==> config.mk <==
export PLATFORM = sky130hd
export DESIGN_NAME = clock_set_ctrl
export DESIGN_NICKNAME = d
export VERILOG_FILES = /design/src/rtl/clock_set_ctrl.sv
export SDC_FILE = /design/constraint.sdc
export NUM_CORES = 1
export LEC_CHECK = 0
export CAP_MARGIN = 40
export CORE_MARGIN = 2
export CORE_UTILIZATION = 43
export CTS_CLUSTER_SIZE = 25
export DETAILED_ROUTE_END_ITERATION = 12
export MAX_ROUTING_LAYER = met4
export PLACE_DENSITY = 0.62
export SLEW_MARGIN = 20
export SYNTH_ARGS = -nofsm -noshare
export SYNTH_HDL_FRONTEND = slang
export SYNTH_SLANG_ARGS = --single-unit
==> constraint.sdc <==
create_clock -name kh_clk -period 3.1 [get_ports kh_clk]
set_input_delay 0.62 -clock kh_clk [delete_from_list [all_inputs] [get_ports kh_clk]]
set_output_delay 0.62 -clock kh_clk [all_outputs]
set_load 0.05 [all_outputs]
==> src/rtl/clock_set_ctrl.sv <==
// Mode and sequencing controller for the 24-hour time-of-day counter.
// Turns debounced front-panel buttons into a time-set procedure:
//   * freeze the counter,
//   * edit the hour, minute and second fields,
//   * load the edited value into the counter in a single cycle.
// It also holds an alarm time (hh:mm) and raises a timed alarm output when the
// running time reaches it.
//
// Ports
//   kh_clk      1 kHz clock
//   reset       asynchronous, active-high reset
//   btn_mode    single-cycle pulse, advances the time-set sequence
//   btn_alarm   single-cycle pulse, advances the alarm-set sequence
//   btn_inc     debounced level, increments the field being edited (auto-repeat)
//   alarm_en    level, enables the alarm compare
//   cur_time    running time {hr[16:12], min[11:6], sec[5:0]}
//   run_en      counter count enable
//   load_en     one-cycle load strobe to the counter
//   load_time   value to load, same packing as cur_time
//   edit_field  field being edited: 0 none, 1 hr, 2 min, 3 sec
//   alarm_time  stored alarm time, sec field always 0
//   alarm_out   alarm active
module clock_set_ctrl #(
  parameter int unsigned TIMEOUT      = 10000,
  parameter int unsigned REPEAT_DELAY = 500,
  parameter int unsigned REPEAT_RATE  = 100,
  parameter int unsigned ALARM_LEN    = 30000
) (
  input  logic        kh_clk,
  input  logic        reset,
  input  logic        btn_mode,
  input  logic        btn_alarm,
  input  logic        btn_inc,
  input  logic        alarm_en,
  input  logic [16:0] cur_time,
  output logic        run_en,
  output logic        load_en,
  output logic [16:0] load_time,
  output logic [1:0]  edit_field,
  output logic [16:0] alarm_time,
  output logic        alarm_out
);

  localparam int unsigned RepMax = (REPEAT_DELAY > REPEAT_RATE) ? REPEAT_DELAY : REPEAT_RATE;
  localparam int unsigned TW     = $clog2(TIMEOUT + 1);
  localparam int unsigned RW     = $clog2(RepMax + 1);
  localparam int unsigned AW     = $clog2(ALARM_LEN + 1);

  typedef enum logic [2:0] {
    StRun,
    StSetHr,
    StSetMin,
    StSetSec,
    StCommit,
    StAlmHr,
    StAlmMin
  } state_e;

  state_e          state_q, state_d;
  logic [16:0]     edit_q, edit_d;
  logic [16:0]     alarm_time_q, alarm_time_d;
  logic [TW-1:0]   idle_q, idle_d;
  logic [RW-1:0]   rep_cnt_q, rep_cnt_d;
  logic            rep_phase_q, rep_phase_d;
  logic            inc_prev_q;
  logic            match_prev_q;
  logic            alarm_out_q, alarm_out_d;
  logic [AW-1:0]   alarm_cnt_q, alarm_cnt_d;

  logic            inc_rise;
  logic            rep_fire;
  logic            inc_req;
  logic            match;
  logic            fire;
  logic            consume;
  logic            mode_ev;
  logic            alarm_ev;
  logic            inc_ev;
  logic            activity;
  logic            is_edit;
  logic [4:0]      hr_nxt;
  logic [5:0]      min_nxt;
  logic [5:0]      sec_nxt;

  // Button event decode.
  assign inc_rise = btn_inc & ~inc_prev_q;
  assign inc_req  = inc_rise | rep_fire;
  assign activity = btn_mode | btn_alarm | btn_inc;

  // An event that clears an active alarm is swallowed entirely.
  assign consume  = alarm_out_q & (btn_mode | btn_alarm | inc_req);
  assign mode_ev  = btn_mode & ~consume;
  assign alarm_ev = btn_alarm & ~consume;
  assign inc_ev   = inc_req & ~consume;

  assign is_edit = (state_q == StSetHr) || (state_q == StSetMin) || (state_q == StSetSec) ||
                   (state_q == StAlmHr) || (state_q == StAlmMin);

  // Field increments wrap without carrying into the neighbouring field.
  assign hr_nxt  = (edit_q[16:12] >= 5'd23) ? 5'd0 : edit_q[16:12] + 5'd1;
  assign min_nxt = (edit_q[11:6] >= 6'd59) ? 6'd0 : edit_q[11:6] + 6'd1;
  assign sec_nxt = (edit_q[5:0] >= 6'd59) ? 6'd0 : edit_q[5:0] + 6'd1;

  // Auto-repeat: the first repeat comes REPEAT_DELAY cycles after the rise,
  // then one every REPEAT_RATE cycles while the button stays held.
  always_comb begin
    rep_fire    = 1'b0;
    rep_cnt_d   = rep_cnt_q;
    rep_phase_d = rep_phase_q;
    if (!btn_inc) begin
      rep_cnt_d   = '0;
      rep_phase_d = 1'b0;
    end else if (inc_rise) begin
      rep_cnt_d   = RW'(1);
      rep_phase_d = 1'b0;
    end else if (!rep_phase_q && (rep_cnt_q == RW'(REPEAT_DELAY))) begin
      rep_fire    = 1'b1;
      rep_cnt_d   = RW'(1);
      rep_phase_d = 1'b1;
    end else if (rep_phase_q && (rep_cnt_q == RW'(REPEAT_RATE))) begin
      rep_fire    = 1'b1;
      rep_cnt_d   = RW'(1);
    end else begin
      rep_cnt_d   = rep_cnt_q + RW'(1);
    end
  end

  // Sequencing FSM, edit register and alarm-time register.
  always_comb begin
    state_d      = state_q;
    edit_d       = edit_q;
    alarm_time_d = alarm_time_q;

    if (!is_edit || activity) begin
      idle_d = '0;
    end else begin
      idle_d = idle_q + TW'(1);
    end

    unique case (state_q)
      StRun: begin
        if (mode_ev) begin
          state_d = StSetHr;
          edit_d  = cur_time;
        end else if (alarm_ev) begin
          state_d = StAlmHr;
          edit_d  = alarm_time_q;
        end
      end
      StSetHr: begin
        if (mode_ev) begin
          state_d = StSetMin;
        end else if (inc_ev) begin
          edit_d[16:12] = hr_nxt;
        end
      end
      StSetMin: begin
        if (mode_ev) begin
          state_d = StSetSec;
        end else if (inc_ev) begin
          edit_d[11:6] = min_nxt;
        end
      end
      StSetSec: begin
        if (mode_ev) begin
          state_d = StCommit;
        end else if (inc_ev) begin
          edit_d[5:0] = sec_nxt;
        end
      end
      StCommit: begin
        state_d = StRun;
      end
      StAlmHr: begin
        if (alarm_ev) begin
          state_d = StAlmMin;
        end else if (inc_ev) begin
          edit_d[16:12] = hr_nxt;
        end
      end
      StAlmMin: begin
        if (alarm_ev) begin
          state_d      = StRun;
          alarm_time_d = {edit_q[16:6], 6'd0};
        end else if (inc_ev) begin
          edit_d[11:6] = min_nxt;
        end
      end
      default: begin
        state_d = StRun;
      end
    endcase

    // Abandon an idle edit; nothing is loaded or stored.
    if (is_edit && !activity && (idle_q == TW'(TIMEOUT - 1))) begin
      state_d = StRun;
      idle_d  = '0;
    end
  end

  // Alarm compare runs in every state; only a rising match fires.
  assign match = alarm_en && (cur_time[16:6] == alarm_time_q[16:6]) && (cur_time[5:0] == 6'd0);
  assign fire  = match & ~match_prev_q;

  always_comb begin
    alarm_out_d = alarm_out_q;
    alarm_cnt_d = alarm_cnt_q;
    if (fire) begin
      alarm_out_d = 1'b1;
      alarm_cnt_d = AW'(ALARM_LEN);
    end else if (alarm_out_q) begin
      if (!alarm_en || consume || (alarm_cnt_q == AW'(1))) begin
        alarm_out_d = 1'b0;
        alarm_cnt_d = '0;
      end else begin
        alarm_cnt_d = alarm_cnt_q - AW'(1);
      end
    end
  end

  always_ff @(posedge kh_clk or posedge reset) begin
    if (reset) begin
      state_q      <= StRun;
      edit_q       <= '0;
      alarm_time_q <= '0;
      idle_q       <= '0;
      rep_cnt_q    <= '0;
      rep_phase_q  <= 1'b0;
      inc_prev_q   <= 1'b0;
      // Starting high blocks a spurious fire at 00:00:00 straight out of reset.
      match_prev_q <= 1'b1;
      alarm_out_q  <= 1'b0;
      alarm_cnt_q  <= '0;
    end else begin
      state_q      <= state_d;
      edit_q       <= edit_d;
      alarm_time_q <= alarm_time_d;
      idle_q       <= idle_d;
      rep_cnt_q    <= rep_cnt_d;
      rep_phase_q  <= rep_phase_d;
      inc_prev_q   <= btn_inc;
      match_prev_q <= match;
      alarm_out_q  <= alarm_out_d;
      alarm_cnt_q  <= alarm_cnt_d;
    end
  end

  // Outputs decoded from the current state.
  always_comb begin
    run_en     = 1'b1;
    load_en    = 1'b0;
    load_time  = '0;
    edit_field = 2'd0;
    unique case (state_q)
      StSetHr: begin
        run_en     = 1'b0;
        edit_field = 2'd1;
      end
      StSetMin: begin
        run_en     = 1'b0;
        edit_field = 2'd2;
      end
      StSetSec: begin
        run_en     = 1'b0;
        edit_field = 2'd3;
      end
      StCommit: begin
        run_en    = 1'b0;
        load_en   = 1'b1;
        load_time = edit_q;
      end
      StAlmHr: begin
        edit_field = 2'd1;
      end
      StAlmMin: begin
        edit_field = 2'd2;
      end
      default: begin
        run_en = 1'b1;
      end
    endcase
  end

  assign alarm_time = alarm_time_q;
  assign alarm_out  = alarm_out_q;

endmodule

Word-level counts from Yosys, hierarchy flattened
Index checks and enable logic that the tools add are counted.

Bits in registers: 73. Input port bits: 23. Output and inout bits: 39. Word-level logic and storage cells: 138.

$add $sub $neg: 6. $lt $le $gt $ge: 3. Equality and inequality tests: 25. Mux-type cells: 48. Bitwise gates (word level): 13. Reductions and logical operators: 31.

Operator list (count): $mux W17 (3); $mux W15 (3); $mux W6 (7); $mux W9 (4); $mux W14 (2); $mux W3 (8); $mux W5 (4); $pmux W3 S6 (1); $pmux W6 S3 (1); $eq A15 B1 Y1 const B (1); $ne A3 B2 Y1 const B (5); $pmux W5 S3 (1); $sub A15 B1 Y15 const B (1); $add A14 B1 Y14 const B (1); $eq A14 B14 Y1 const B (1); $add A6 B1 Y6 const B (2); $ge A6 B6 Y1 const B (2); $mux W1 (12); $ne A2 B2 Y1 const B (6); $pmux W6 S2 (1); $reduce_and A4 Y1 (3); $eq A11 B11 Y1 (1); $add A9 B1 Y9 const B (1); $eq A3 B3 Y1 const B (3); 24 further kinds (52).

Longest topological paths before layout
Depth in word-level cells: 15. Depth in mapped cells: 8. Mapped depth without buffers: 7.

Worst setup path before layout
Ideal clock, no wire load.

Path kind: register to register. Start point: register state_q[0]. End point: register idle_q[10]. Arrival time: 2.680 ns. Required time: 3.028 ns. Path slack: 0.348 ns. Cell stages (with the launch flop): 8. Path buffers: 3. Period minus slack after synthesis: 2.752 ns. Cells stage by stage: dfrtp_1 -> clkbuf_1 -> clkbuf_1 -> a21boi_0 -> o21ai_0 -> nand2b_1 -> clkbuf_1 -> nor2_1.

Word-level cells in the longest chain between the ends: 9.

RTL lines: from (decl) (RTL line 59) `state_e state_q, state_d;`; from (signal assigned) (RTL line 223) `state_q <= StRun;`; from (signal assigned) (RTL line 235) `state_q <= state_d;`; $eq A3 B1 Y1 or $eq A3 B2 Y1 (tied branches) (RTL line 96) `assign is_edit = (state_q == StSetHr) || (state_q == StSetMin) || (state_q == StSetSec) ||`; $logic_or A1 B1 Y1 (3 in a row) (RTL line 96); $logic_or A1 B1 Y1 * (RTL line 97) `(state_q == StAlmHr) || (state_q == StAlmMin);`; $logic_not A1 Y1 (RTL line 134) `if (!is_edit || activity) begin`; $logic_or A1 B1 Y1 (RTL line 134); $mux W14 (RTL line 134); $mux W14 * (RTL line 195) `if (is_edit && !activity && (idle_q == TW'(TIMEOUT - 1))) begin`; net idle_d[10] (RTL line 62) `logic [TW-1:0] idle_q, idle_d;`; to (signal assigned) (RTL line 238) `idle_q <= idle_d;`; to (decl) (RTL line 62).

The timed path passes the listed nets; every way through them passes the cells marked *. A chain may end at the register's enable or synchronous reset.

Worst setup path after layout
Start point: register state_q[1]. End point: output edit_field[1].

Word-level cells in the longest chain between the ends: 3.

RTL lines: $eq A3 B2 Y1, or another cell as far along (RTL line 254) `unique case (state_q)`; $reduce_or A2 Y1 (no line); $pmux W2 S3 * (RTL line 254); to (decl) (RTL line 39) `output logic [1:0] edit_field,`.

Every way passes the cells marked *; elsewhere a longest branch is shown, timed or not.

==> results.yml <==
synthesis:
  synth_edf_count: 0
  synthCells: 493
  ys_top_cells_by_count: "dfrtp_1 (72), nor2_1 (42), nand2_1 (36)"
  synth_area_per_cell_um2: 9.28
  synth_cell_types: 67
  synth.yosys.warnings: 0
  syn-cell-area_um2: 4580
  seq_area_frac_synth: 0.399
  yosysMostFrequentCell: "dfrtp_1"
  synthFlopType: "dfrtp_1"
  ys_ff_latch: 73
  synth_area_leaders: "dfrtp_1 (39%), xnor2_1 (4.2%), mux2_2 (4.2%), nor2_1 (3.4%), and3_1 (3.0%)"
  synth_area_leader_cell: "dfrtp_1"
  yosysTopAreaCellShare: 0.394
  synthArstFlopShare: 1.00
global_routing:
  busiest_layer: "met2"
  grt_max_degree: 38
  globalRoute.totalOverflow: 0
  use_met3: 0.0371
  grtUsageTotal: 0.212
  grt_pass1_vias: 3720
  grt_first_pass_wirelength_um: 18800
  grt_use_met2: 0.303
  met1_usage: 0.299
  antenna_found_initial: 0
sta:
  tightest_slew_ns: 0.650
  post-route-min-period_ns: 2.85
  skew_ns: 0.00810
  slew_headroom: 0.564
  hold_viol: 0
  drv_slew: 0
  finalSetupViolations: 0
  timing.final.crit_share: 0.921
  rsz0062_at_grt: "no"
  whs_ns: 0.459
  max_freq_mhz: 350
  setup_tns_ns: 0
clock_tree:
  cts_buffers: 9
  clock_latency_ns: 0.35
  cts_resized: 0
  clkTransAtPathRegs_ns: 0.08
  clock-sinks: 73
  post-cts-setup-buffer-count: 0
  hold_buffers: 0
  cts_tree: "yes"
  cts-root-buf: "clkbuf_8"
  htreeDepth: 3
  clock_path_buffers: 2
worst_hold_path:
  min_path_type: "reg -> reg"
  holdPathStages: 1
critical_path:
  cp-start-kind: "flip-flop"
  rr_worst_depth: 7
  cp_num_cells: 2
  worstSetupPathType: "reg -> out"
  crit_fanout: 15
  cp-end-kind: "output port"
  critPathBufInv: 1
  required_ns: 2.48
  crit_family: "buffers and inverters"
  arrival_ns: 2.23
  slowest_delay_ns: 0.87
  cp_slowest_cell: "clkdlybuf4s50_1"
  crit_chain: "a21boi_0 > clkdlybuf4s50_1"
final_layout:
  instances_no_fill: 691
  drive_gt1_frac: 0.164
  insertedDiodeCount: 0
  finalInstanceArea_um2: 5490
  nets: 582
  area_growth_syn_to_layout_pct: 19.9
  filler_cell_count: 949
pwr:
  pwr-share-comb: 0.503
  ir_worst_vdd_mv: 0.507
  switching_share: 0.460
  leakage_nw: 2.38
  p_seq_frac: 0.337
  power.internal_mw: 2.27
  p_switching_mw: 1.93
  pwr-share-clk: 0.161
  powerDensity_nw_per_um2: 766
floorplan:
  die_w_um: 107
  ios: 62
  fp.coreArea_um2: 10300
  die_height_um: 107
  rows: 37
  fp.dieArea_um2: 11500
  initial_core_util: 0.443
drt:
  dr_total_vias: 3905
  vias_per_cell: 5.65
  drt_iter0_markers: 236
  ant_nets: 0
  drc_errors: 0
  dr.pass1.iters: 5
  routed_wl_um: 11200
  wl_per_cell_um: 16.3
place:
  portBuffers: 55
  dp_cells: 676
  gp_congestion: 0.919
  dpl_cell_area_um2: 5320
  dp_hpwl_um: 7950
run:
  cap_violations: 0
status:
  status: "finished, final reports clean"
## worst register-to-register path, stage by stage, from the launching register on
cell and delay (ns):
dfrtp_1 0.46, inv_1 0.09, ha_1 0.17, nor3b_1 0.43, nand3_1 0.32, or4_2 0.62, a211oi_2 0.23, a211o_1 0.12
## path summary, 6_finish.rpt
check,startpoint,end,slack [ns]
setup / recovery,state_q[1],edit_field[1],0.25
hold / removal,idle_q[0],idle_q[0],0.46
setup reg to reg,alarm_cnt_q[0],alarm_cnt_q[10],0.62
hold reg to reg,idle_q[0],idle_q[0],0.46
max in group asynchronous,reset,match_prev_q,2.04
min in group asynchronous,reset,idle_q[6],0.68
## state kept, by name (all words and copies together) (netlist names)
name          count
rep_phase_q       1
match_prev_q      1
edit_q           17
idle_q           14
alarm_out         1
alarm_time       11
alarm_cnt_q      15
inc_prev_q        1
rep_cnt_q         9
state_q           3
## power groups by stage
stage                     combinational [mW]  clock (mW)  sequential, mW
after floorplan                         1.29           0            1.54
after global placement                  2.10           0            1.43
after detailed placement                2.11           0            1.43
after CTS                               2.11       0.703            1.41
after global routing                    2.27       0.732            1.45
final                                   2.11       0.675            1.41
## layout by cell type (no fill, tap or decap), types with 8 or more instances in the layout
cell,instances
inv_1,16
mux2i_1,13
dfrtp_1,72
nand3_1,23
and3_1,22
nand2b_1,8
a21oi_1,16
nand2_1,36
clkdlybuf4s50_1,36
nor3_1,14
clkbuf_8,10
mux2_2,17
o21ai_0,16
nor2_1,42
xor2_1,9
xnor2_1,22
buf_4,28
a211o_1,10
ha_1,8
## metrics by stage
step           power, mW   util  setup WS (ns)
6_report            4.20  0.532          0.245
5_1_grt             4.45  0.532          0.154
4_1_cts             4.22  0.532          0.226
3_5_place_dp        3.53  0.515          0.403
3_3_place_gp        3.53  0.515          0.471
2_1_floorplan       2.83      -          0.348
## cell families (layout without fill, tap and decap cells)
group,count (synthesis),count (layout),share of synthesized area
other cells,1,6,0.000819
compound gates,104,104,0.173
fa+ha+maj,8,8,0.0219
flops,73,73,0.399
xor+xnor,31,31,0.0593
simple gates,200,200,0.230
mux,30,30,0.0703
buf+inv,46,103,0.0454
## cell type report
type                            instances  area [um2]  area share
Timing Repair Buffer                   70         691       0.126
Clock inverter                          5        31.3     0.00570
Multi-Input combinational cell        379        2560       0.467
Sequential cell                        73        1830       0.333
Tap cell                              136         170      0.0310
Clock buffer                           10         138      0.0251
Inverter                               18        67.6      0.0123
## metal layers
layer,share of wire,up-vias
met5,0,-
met4,0.017,0
met3,0.049,14
met2,0.44,107
met1,0.49,1881
li1,-,1903
Note: power is estimated with default switching activity, not from simulation.
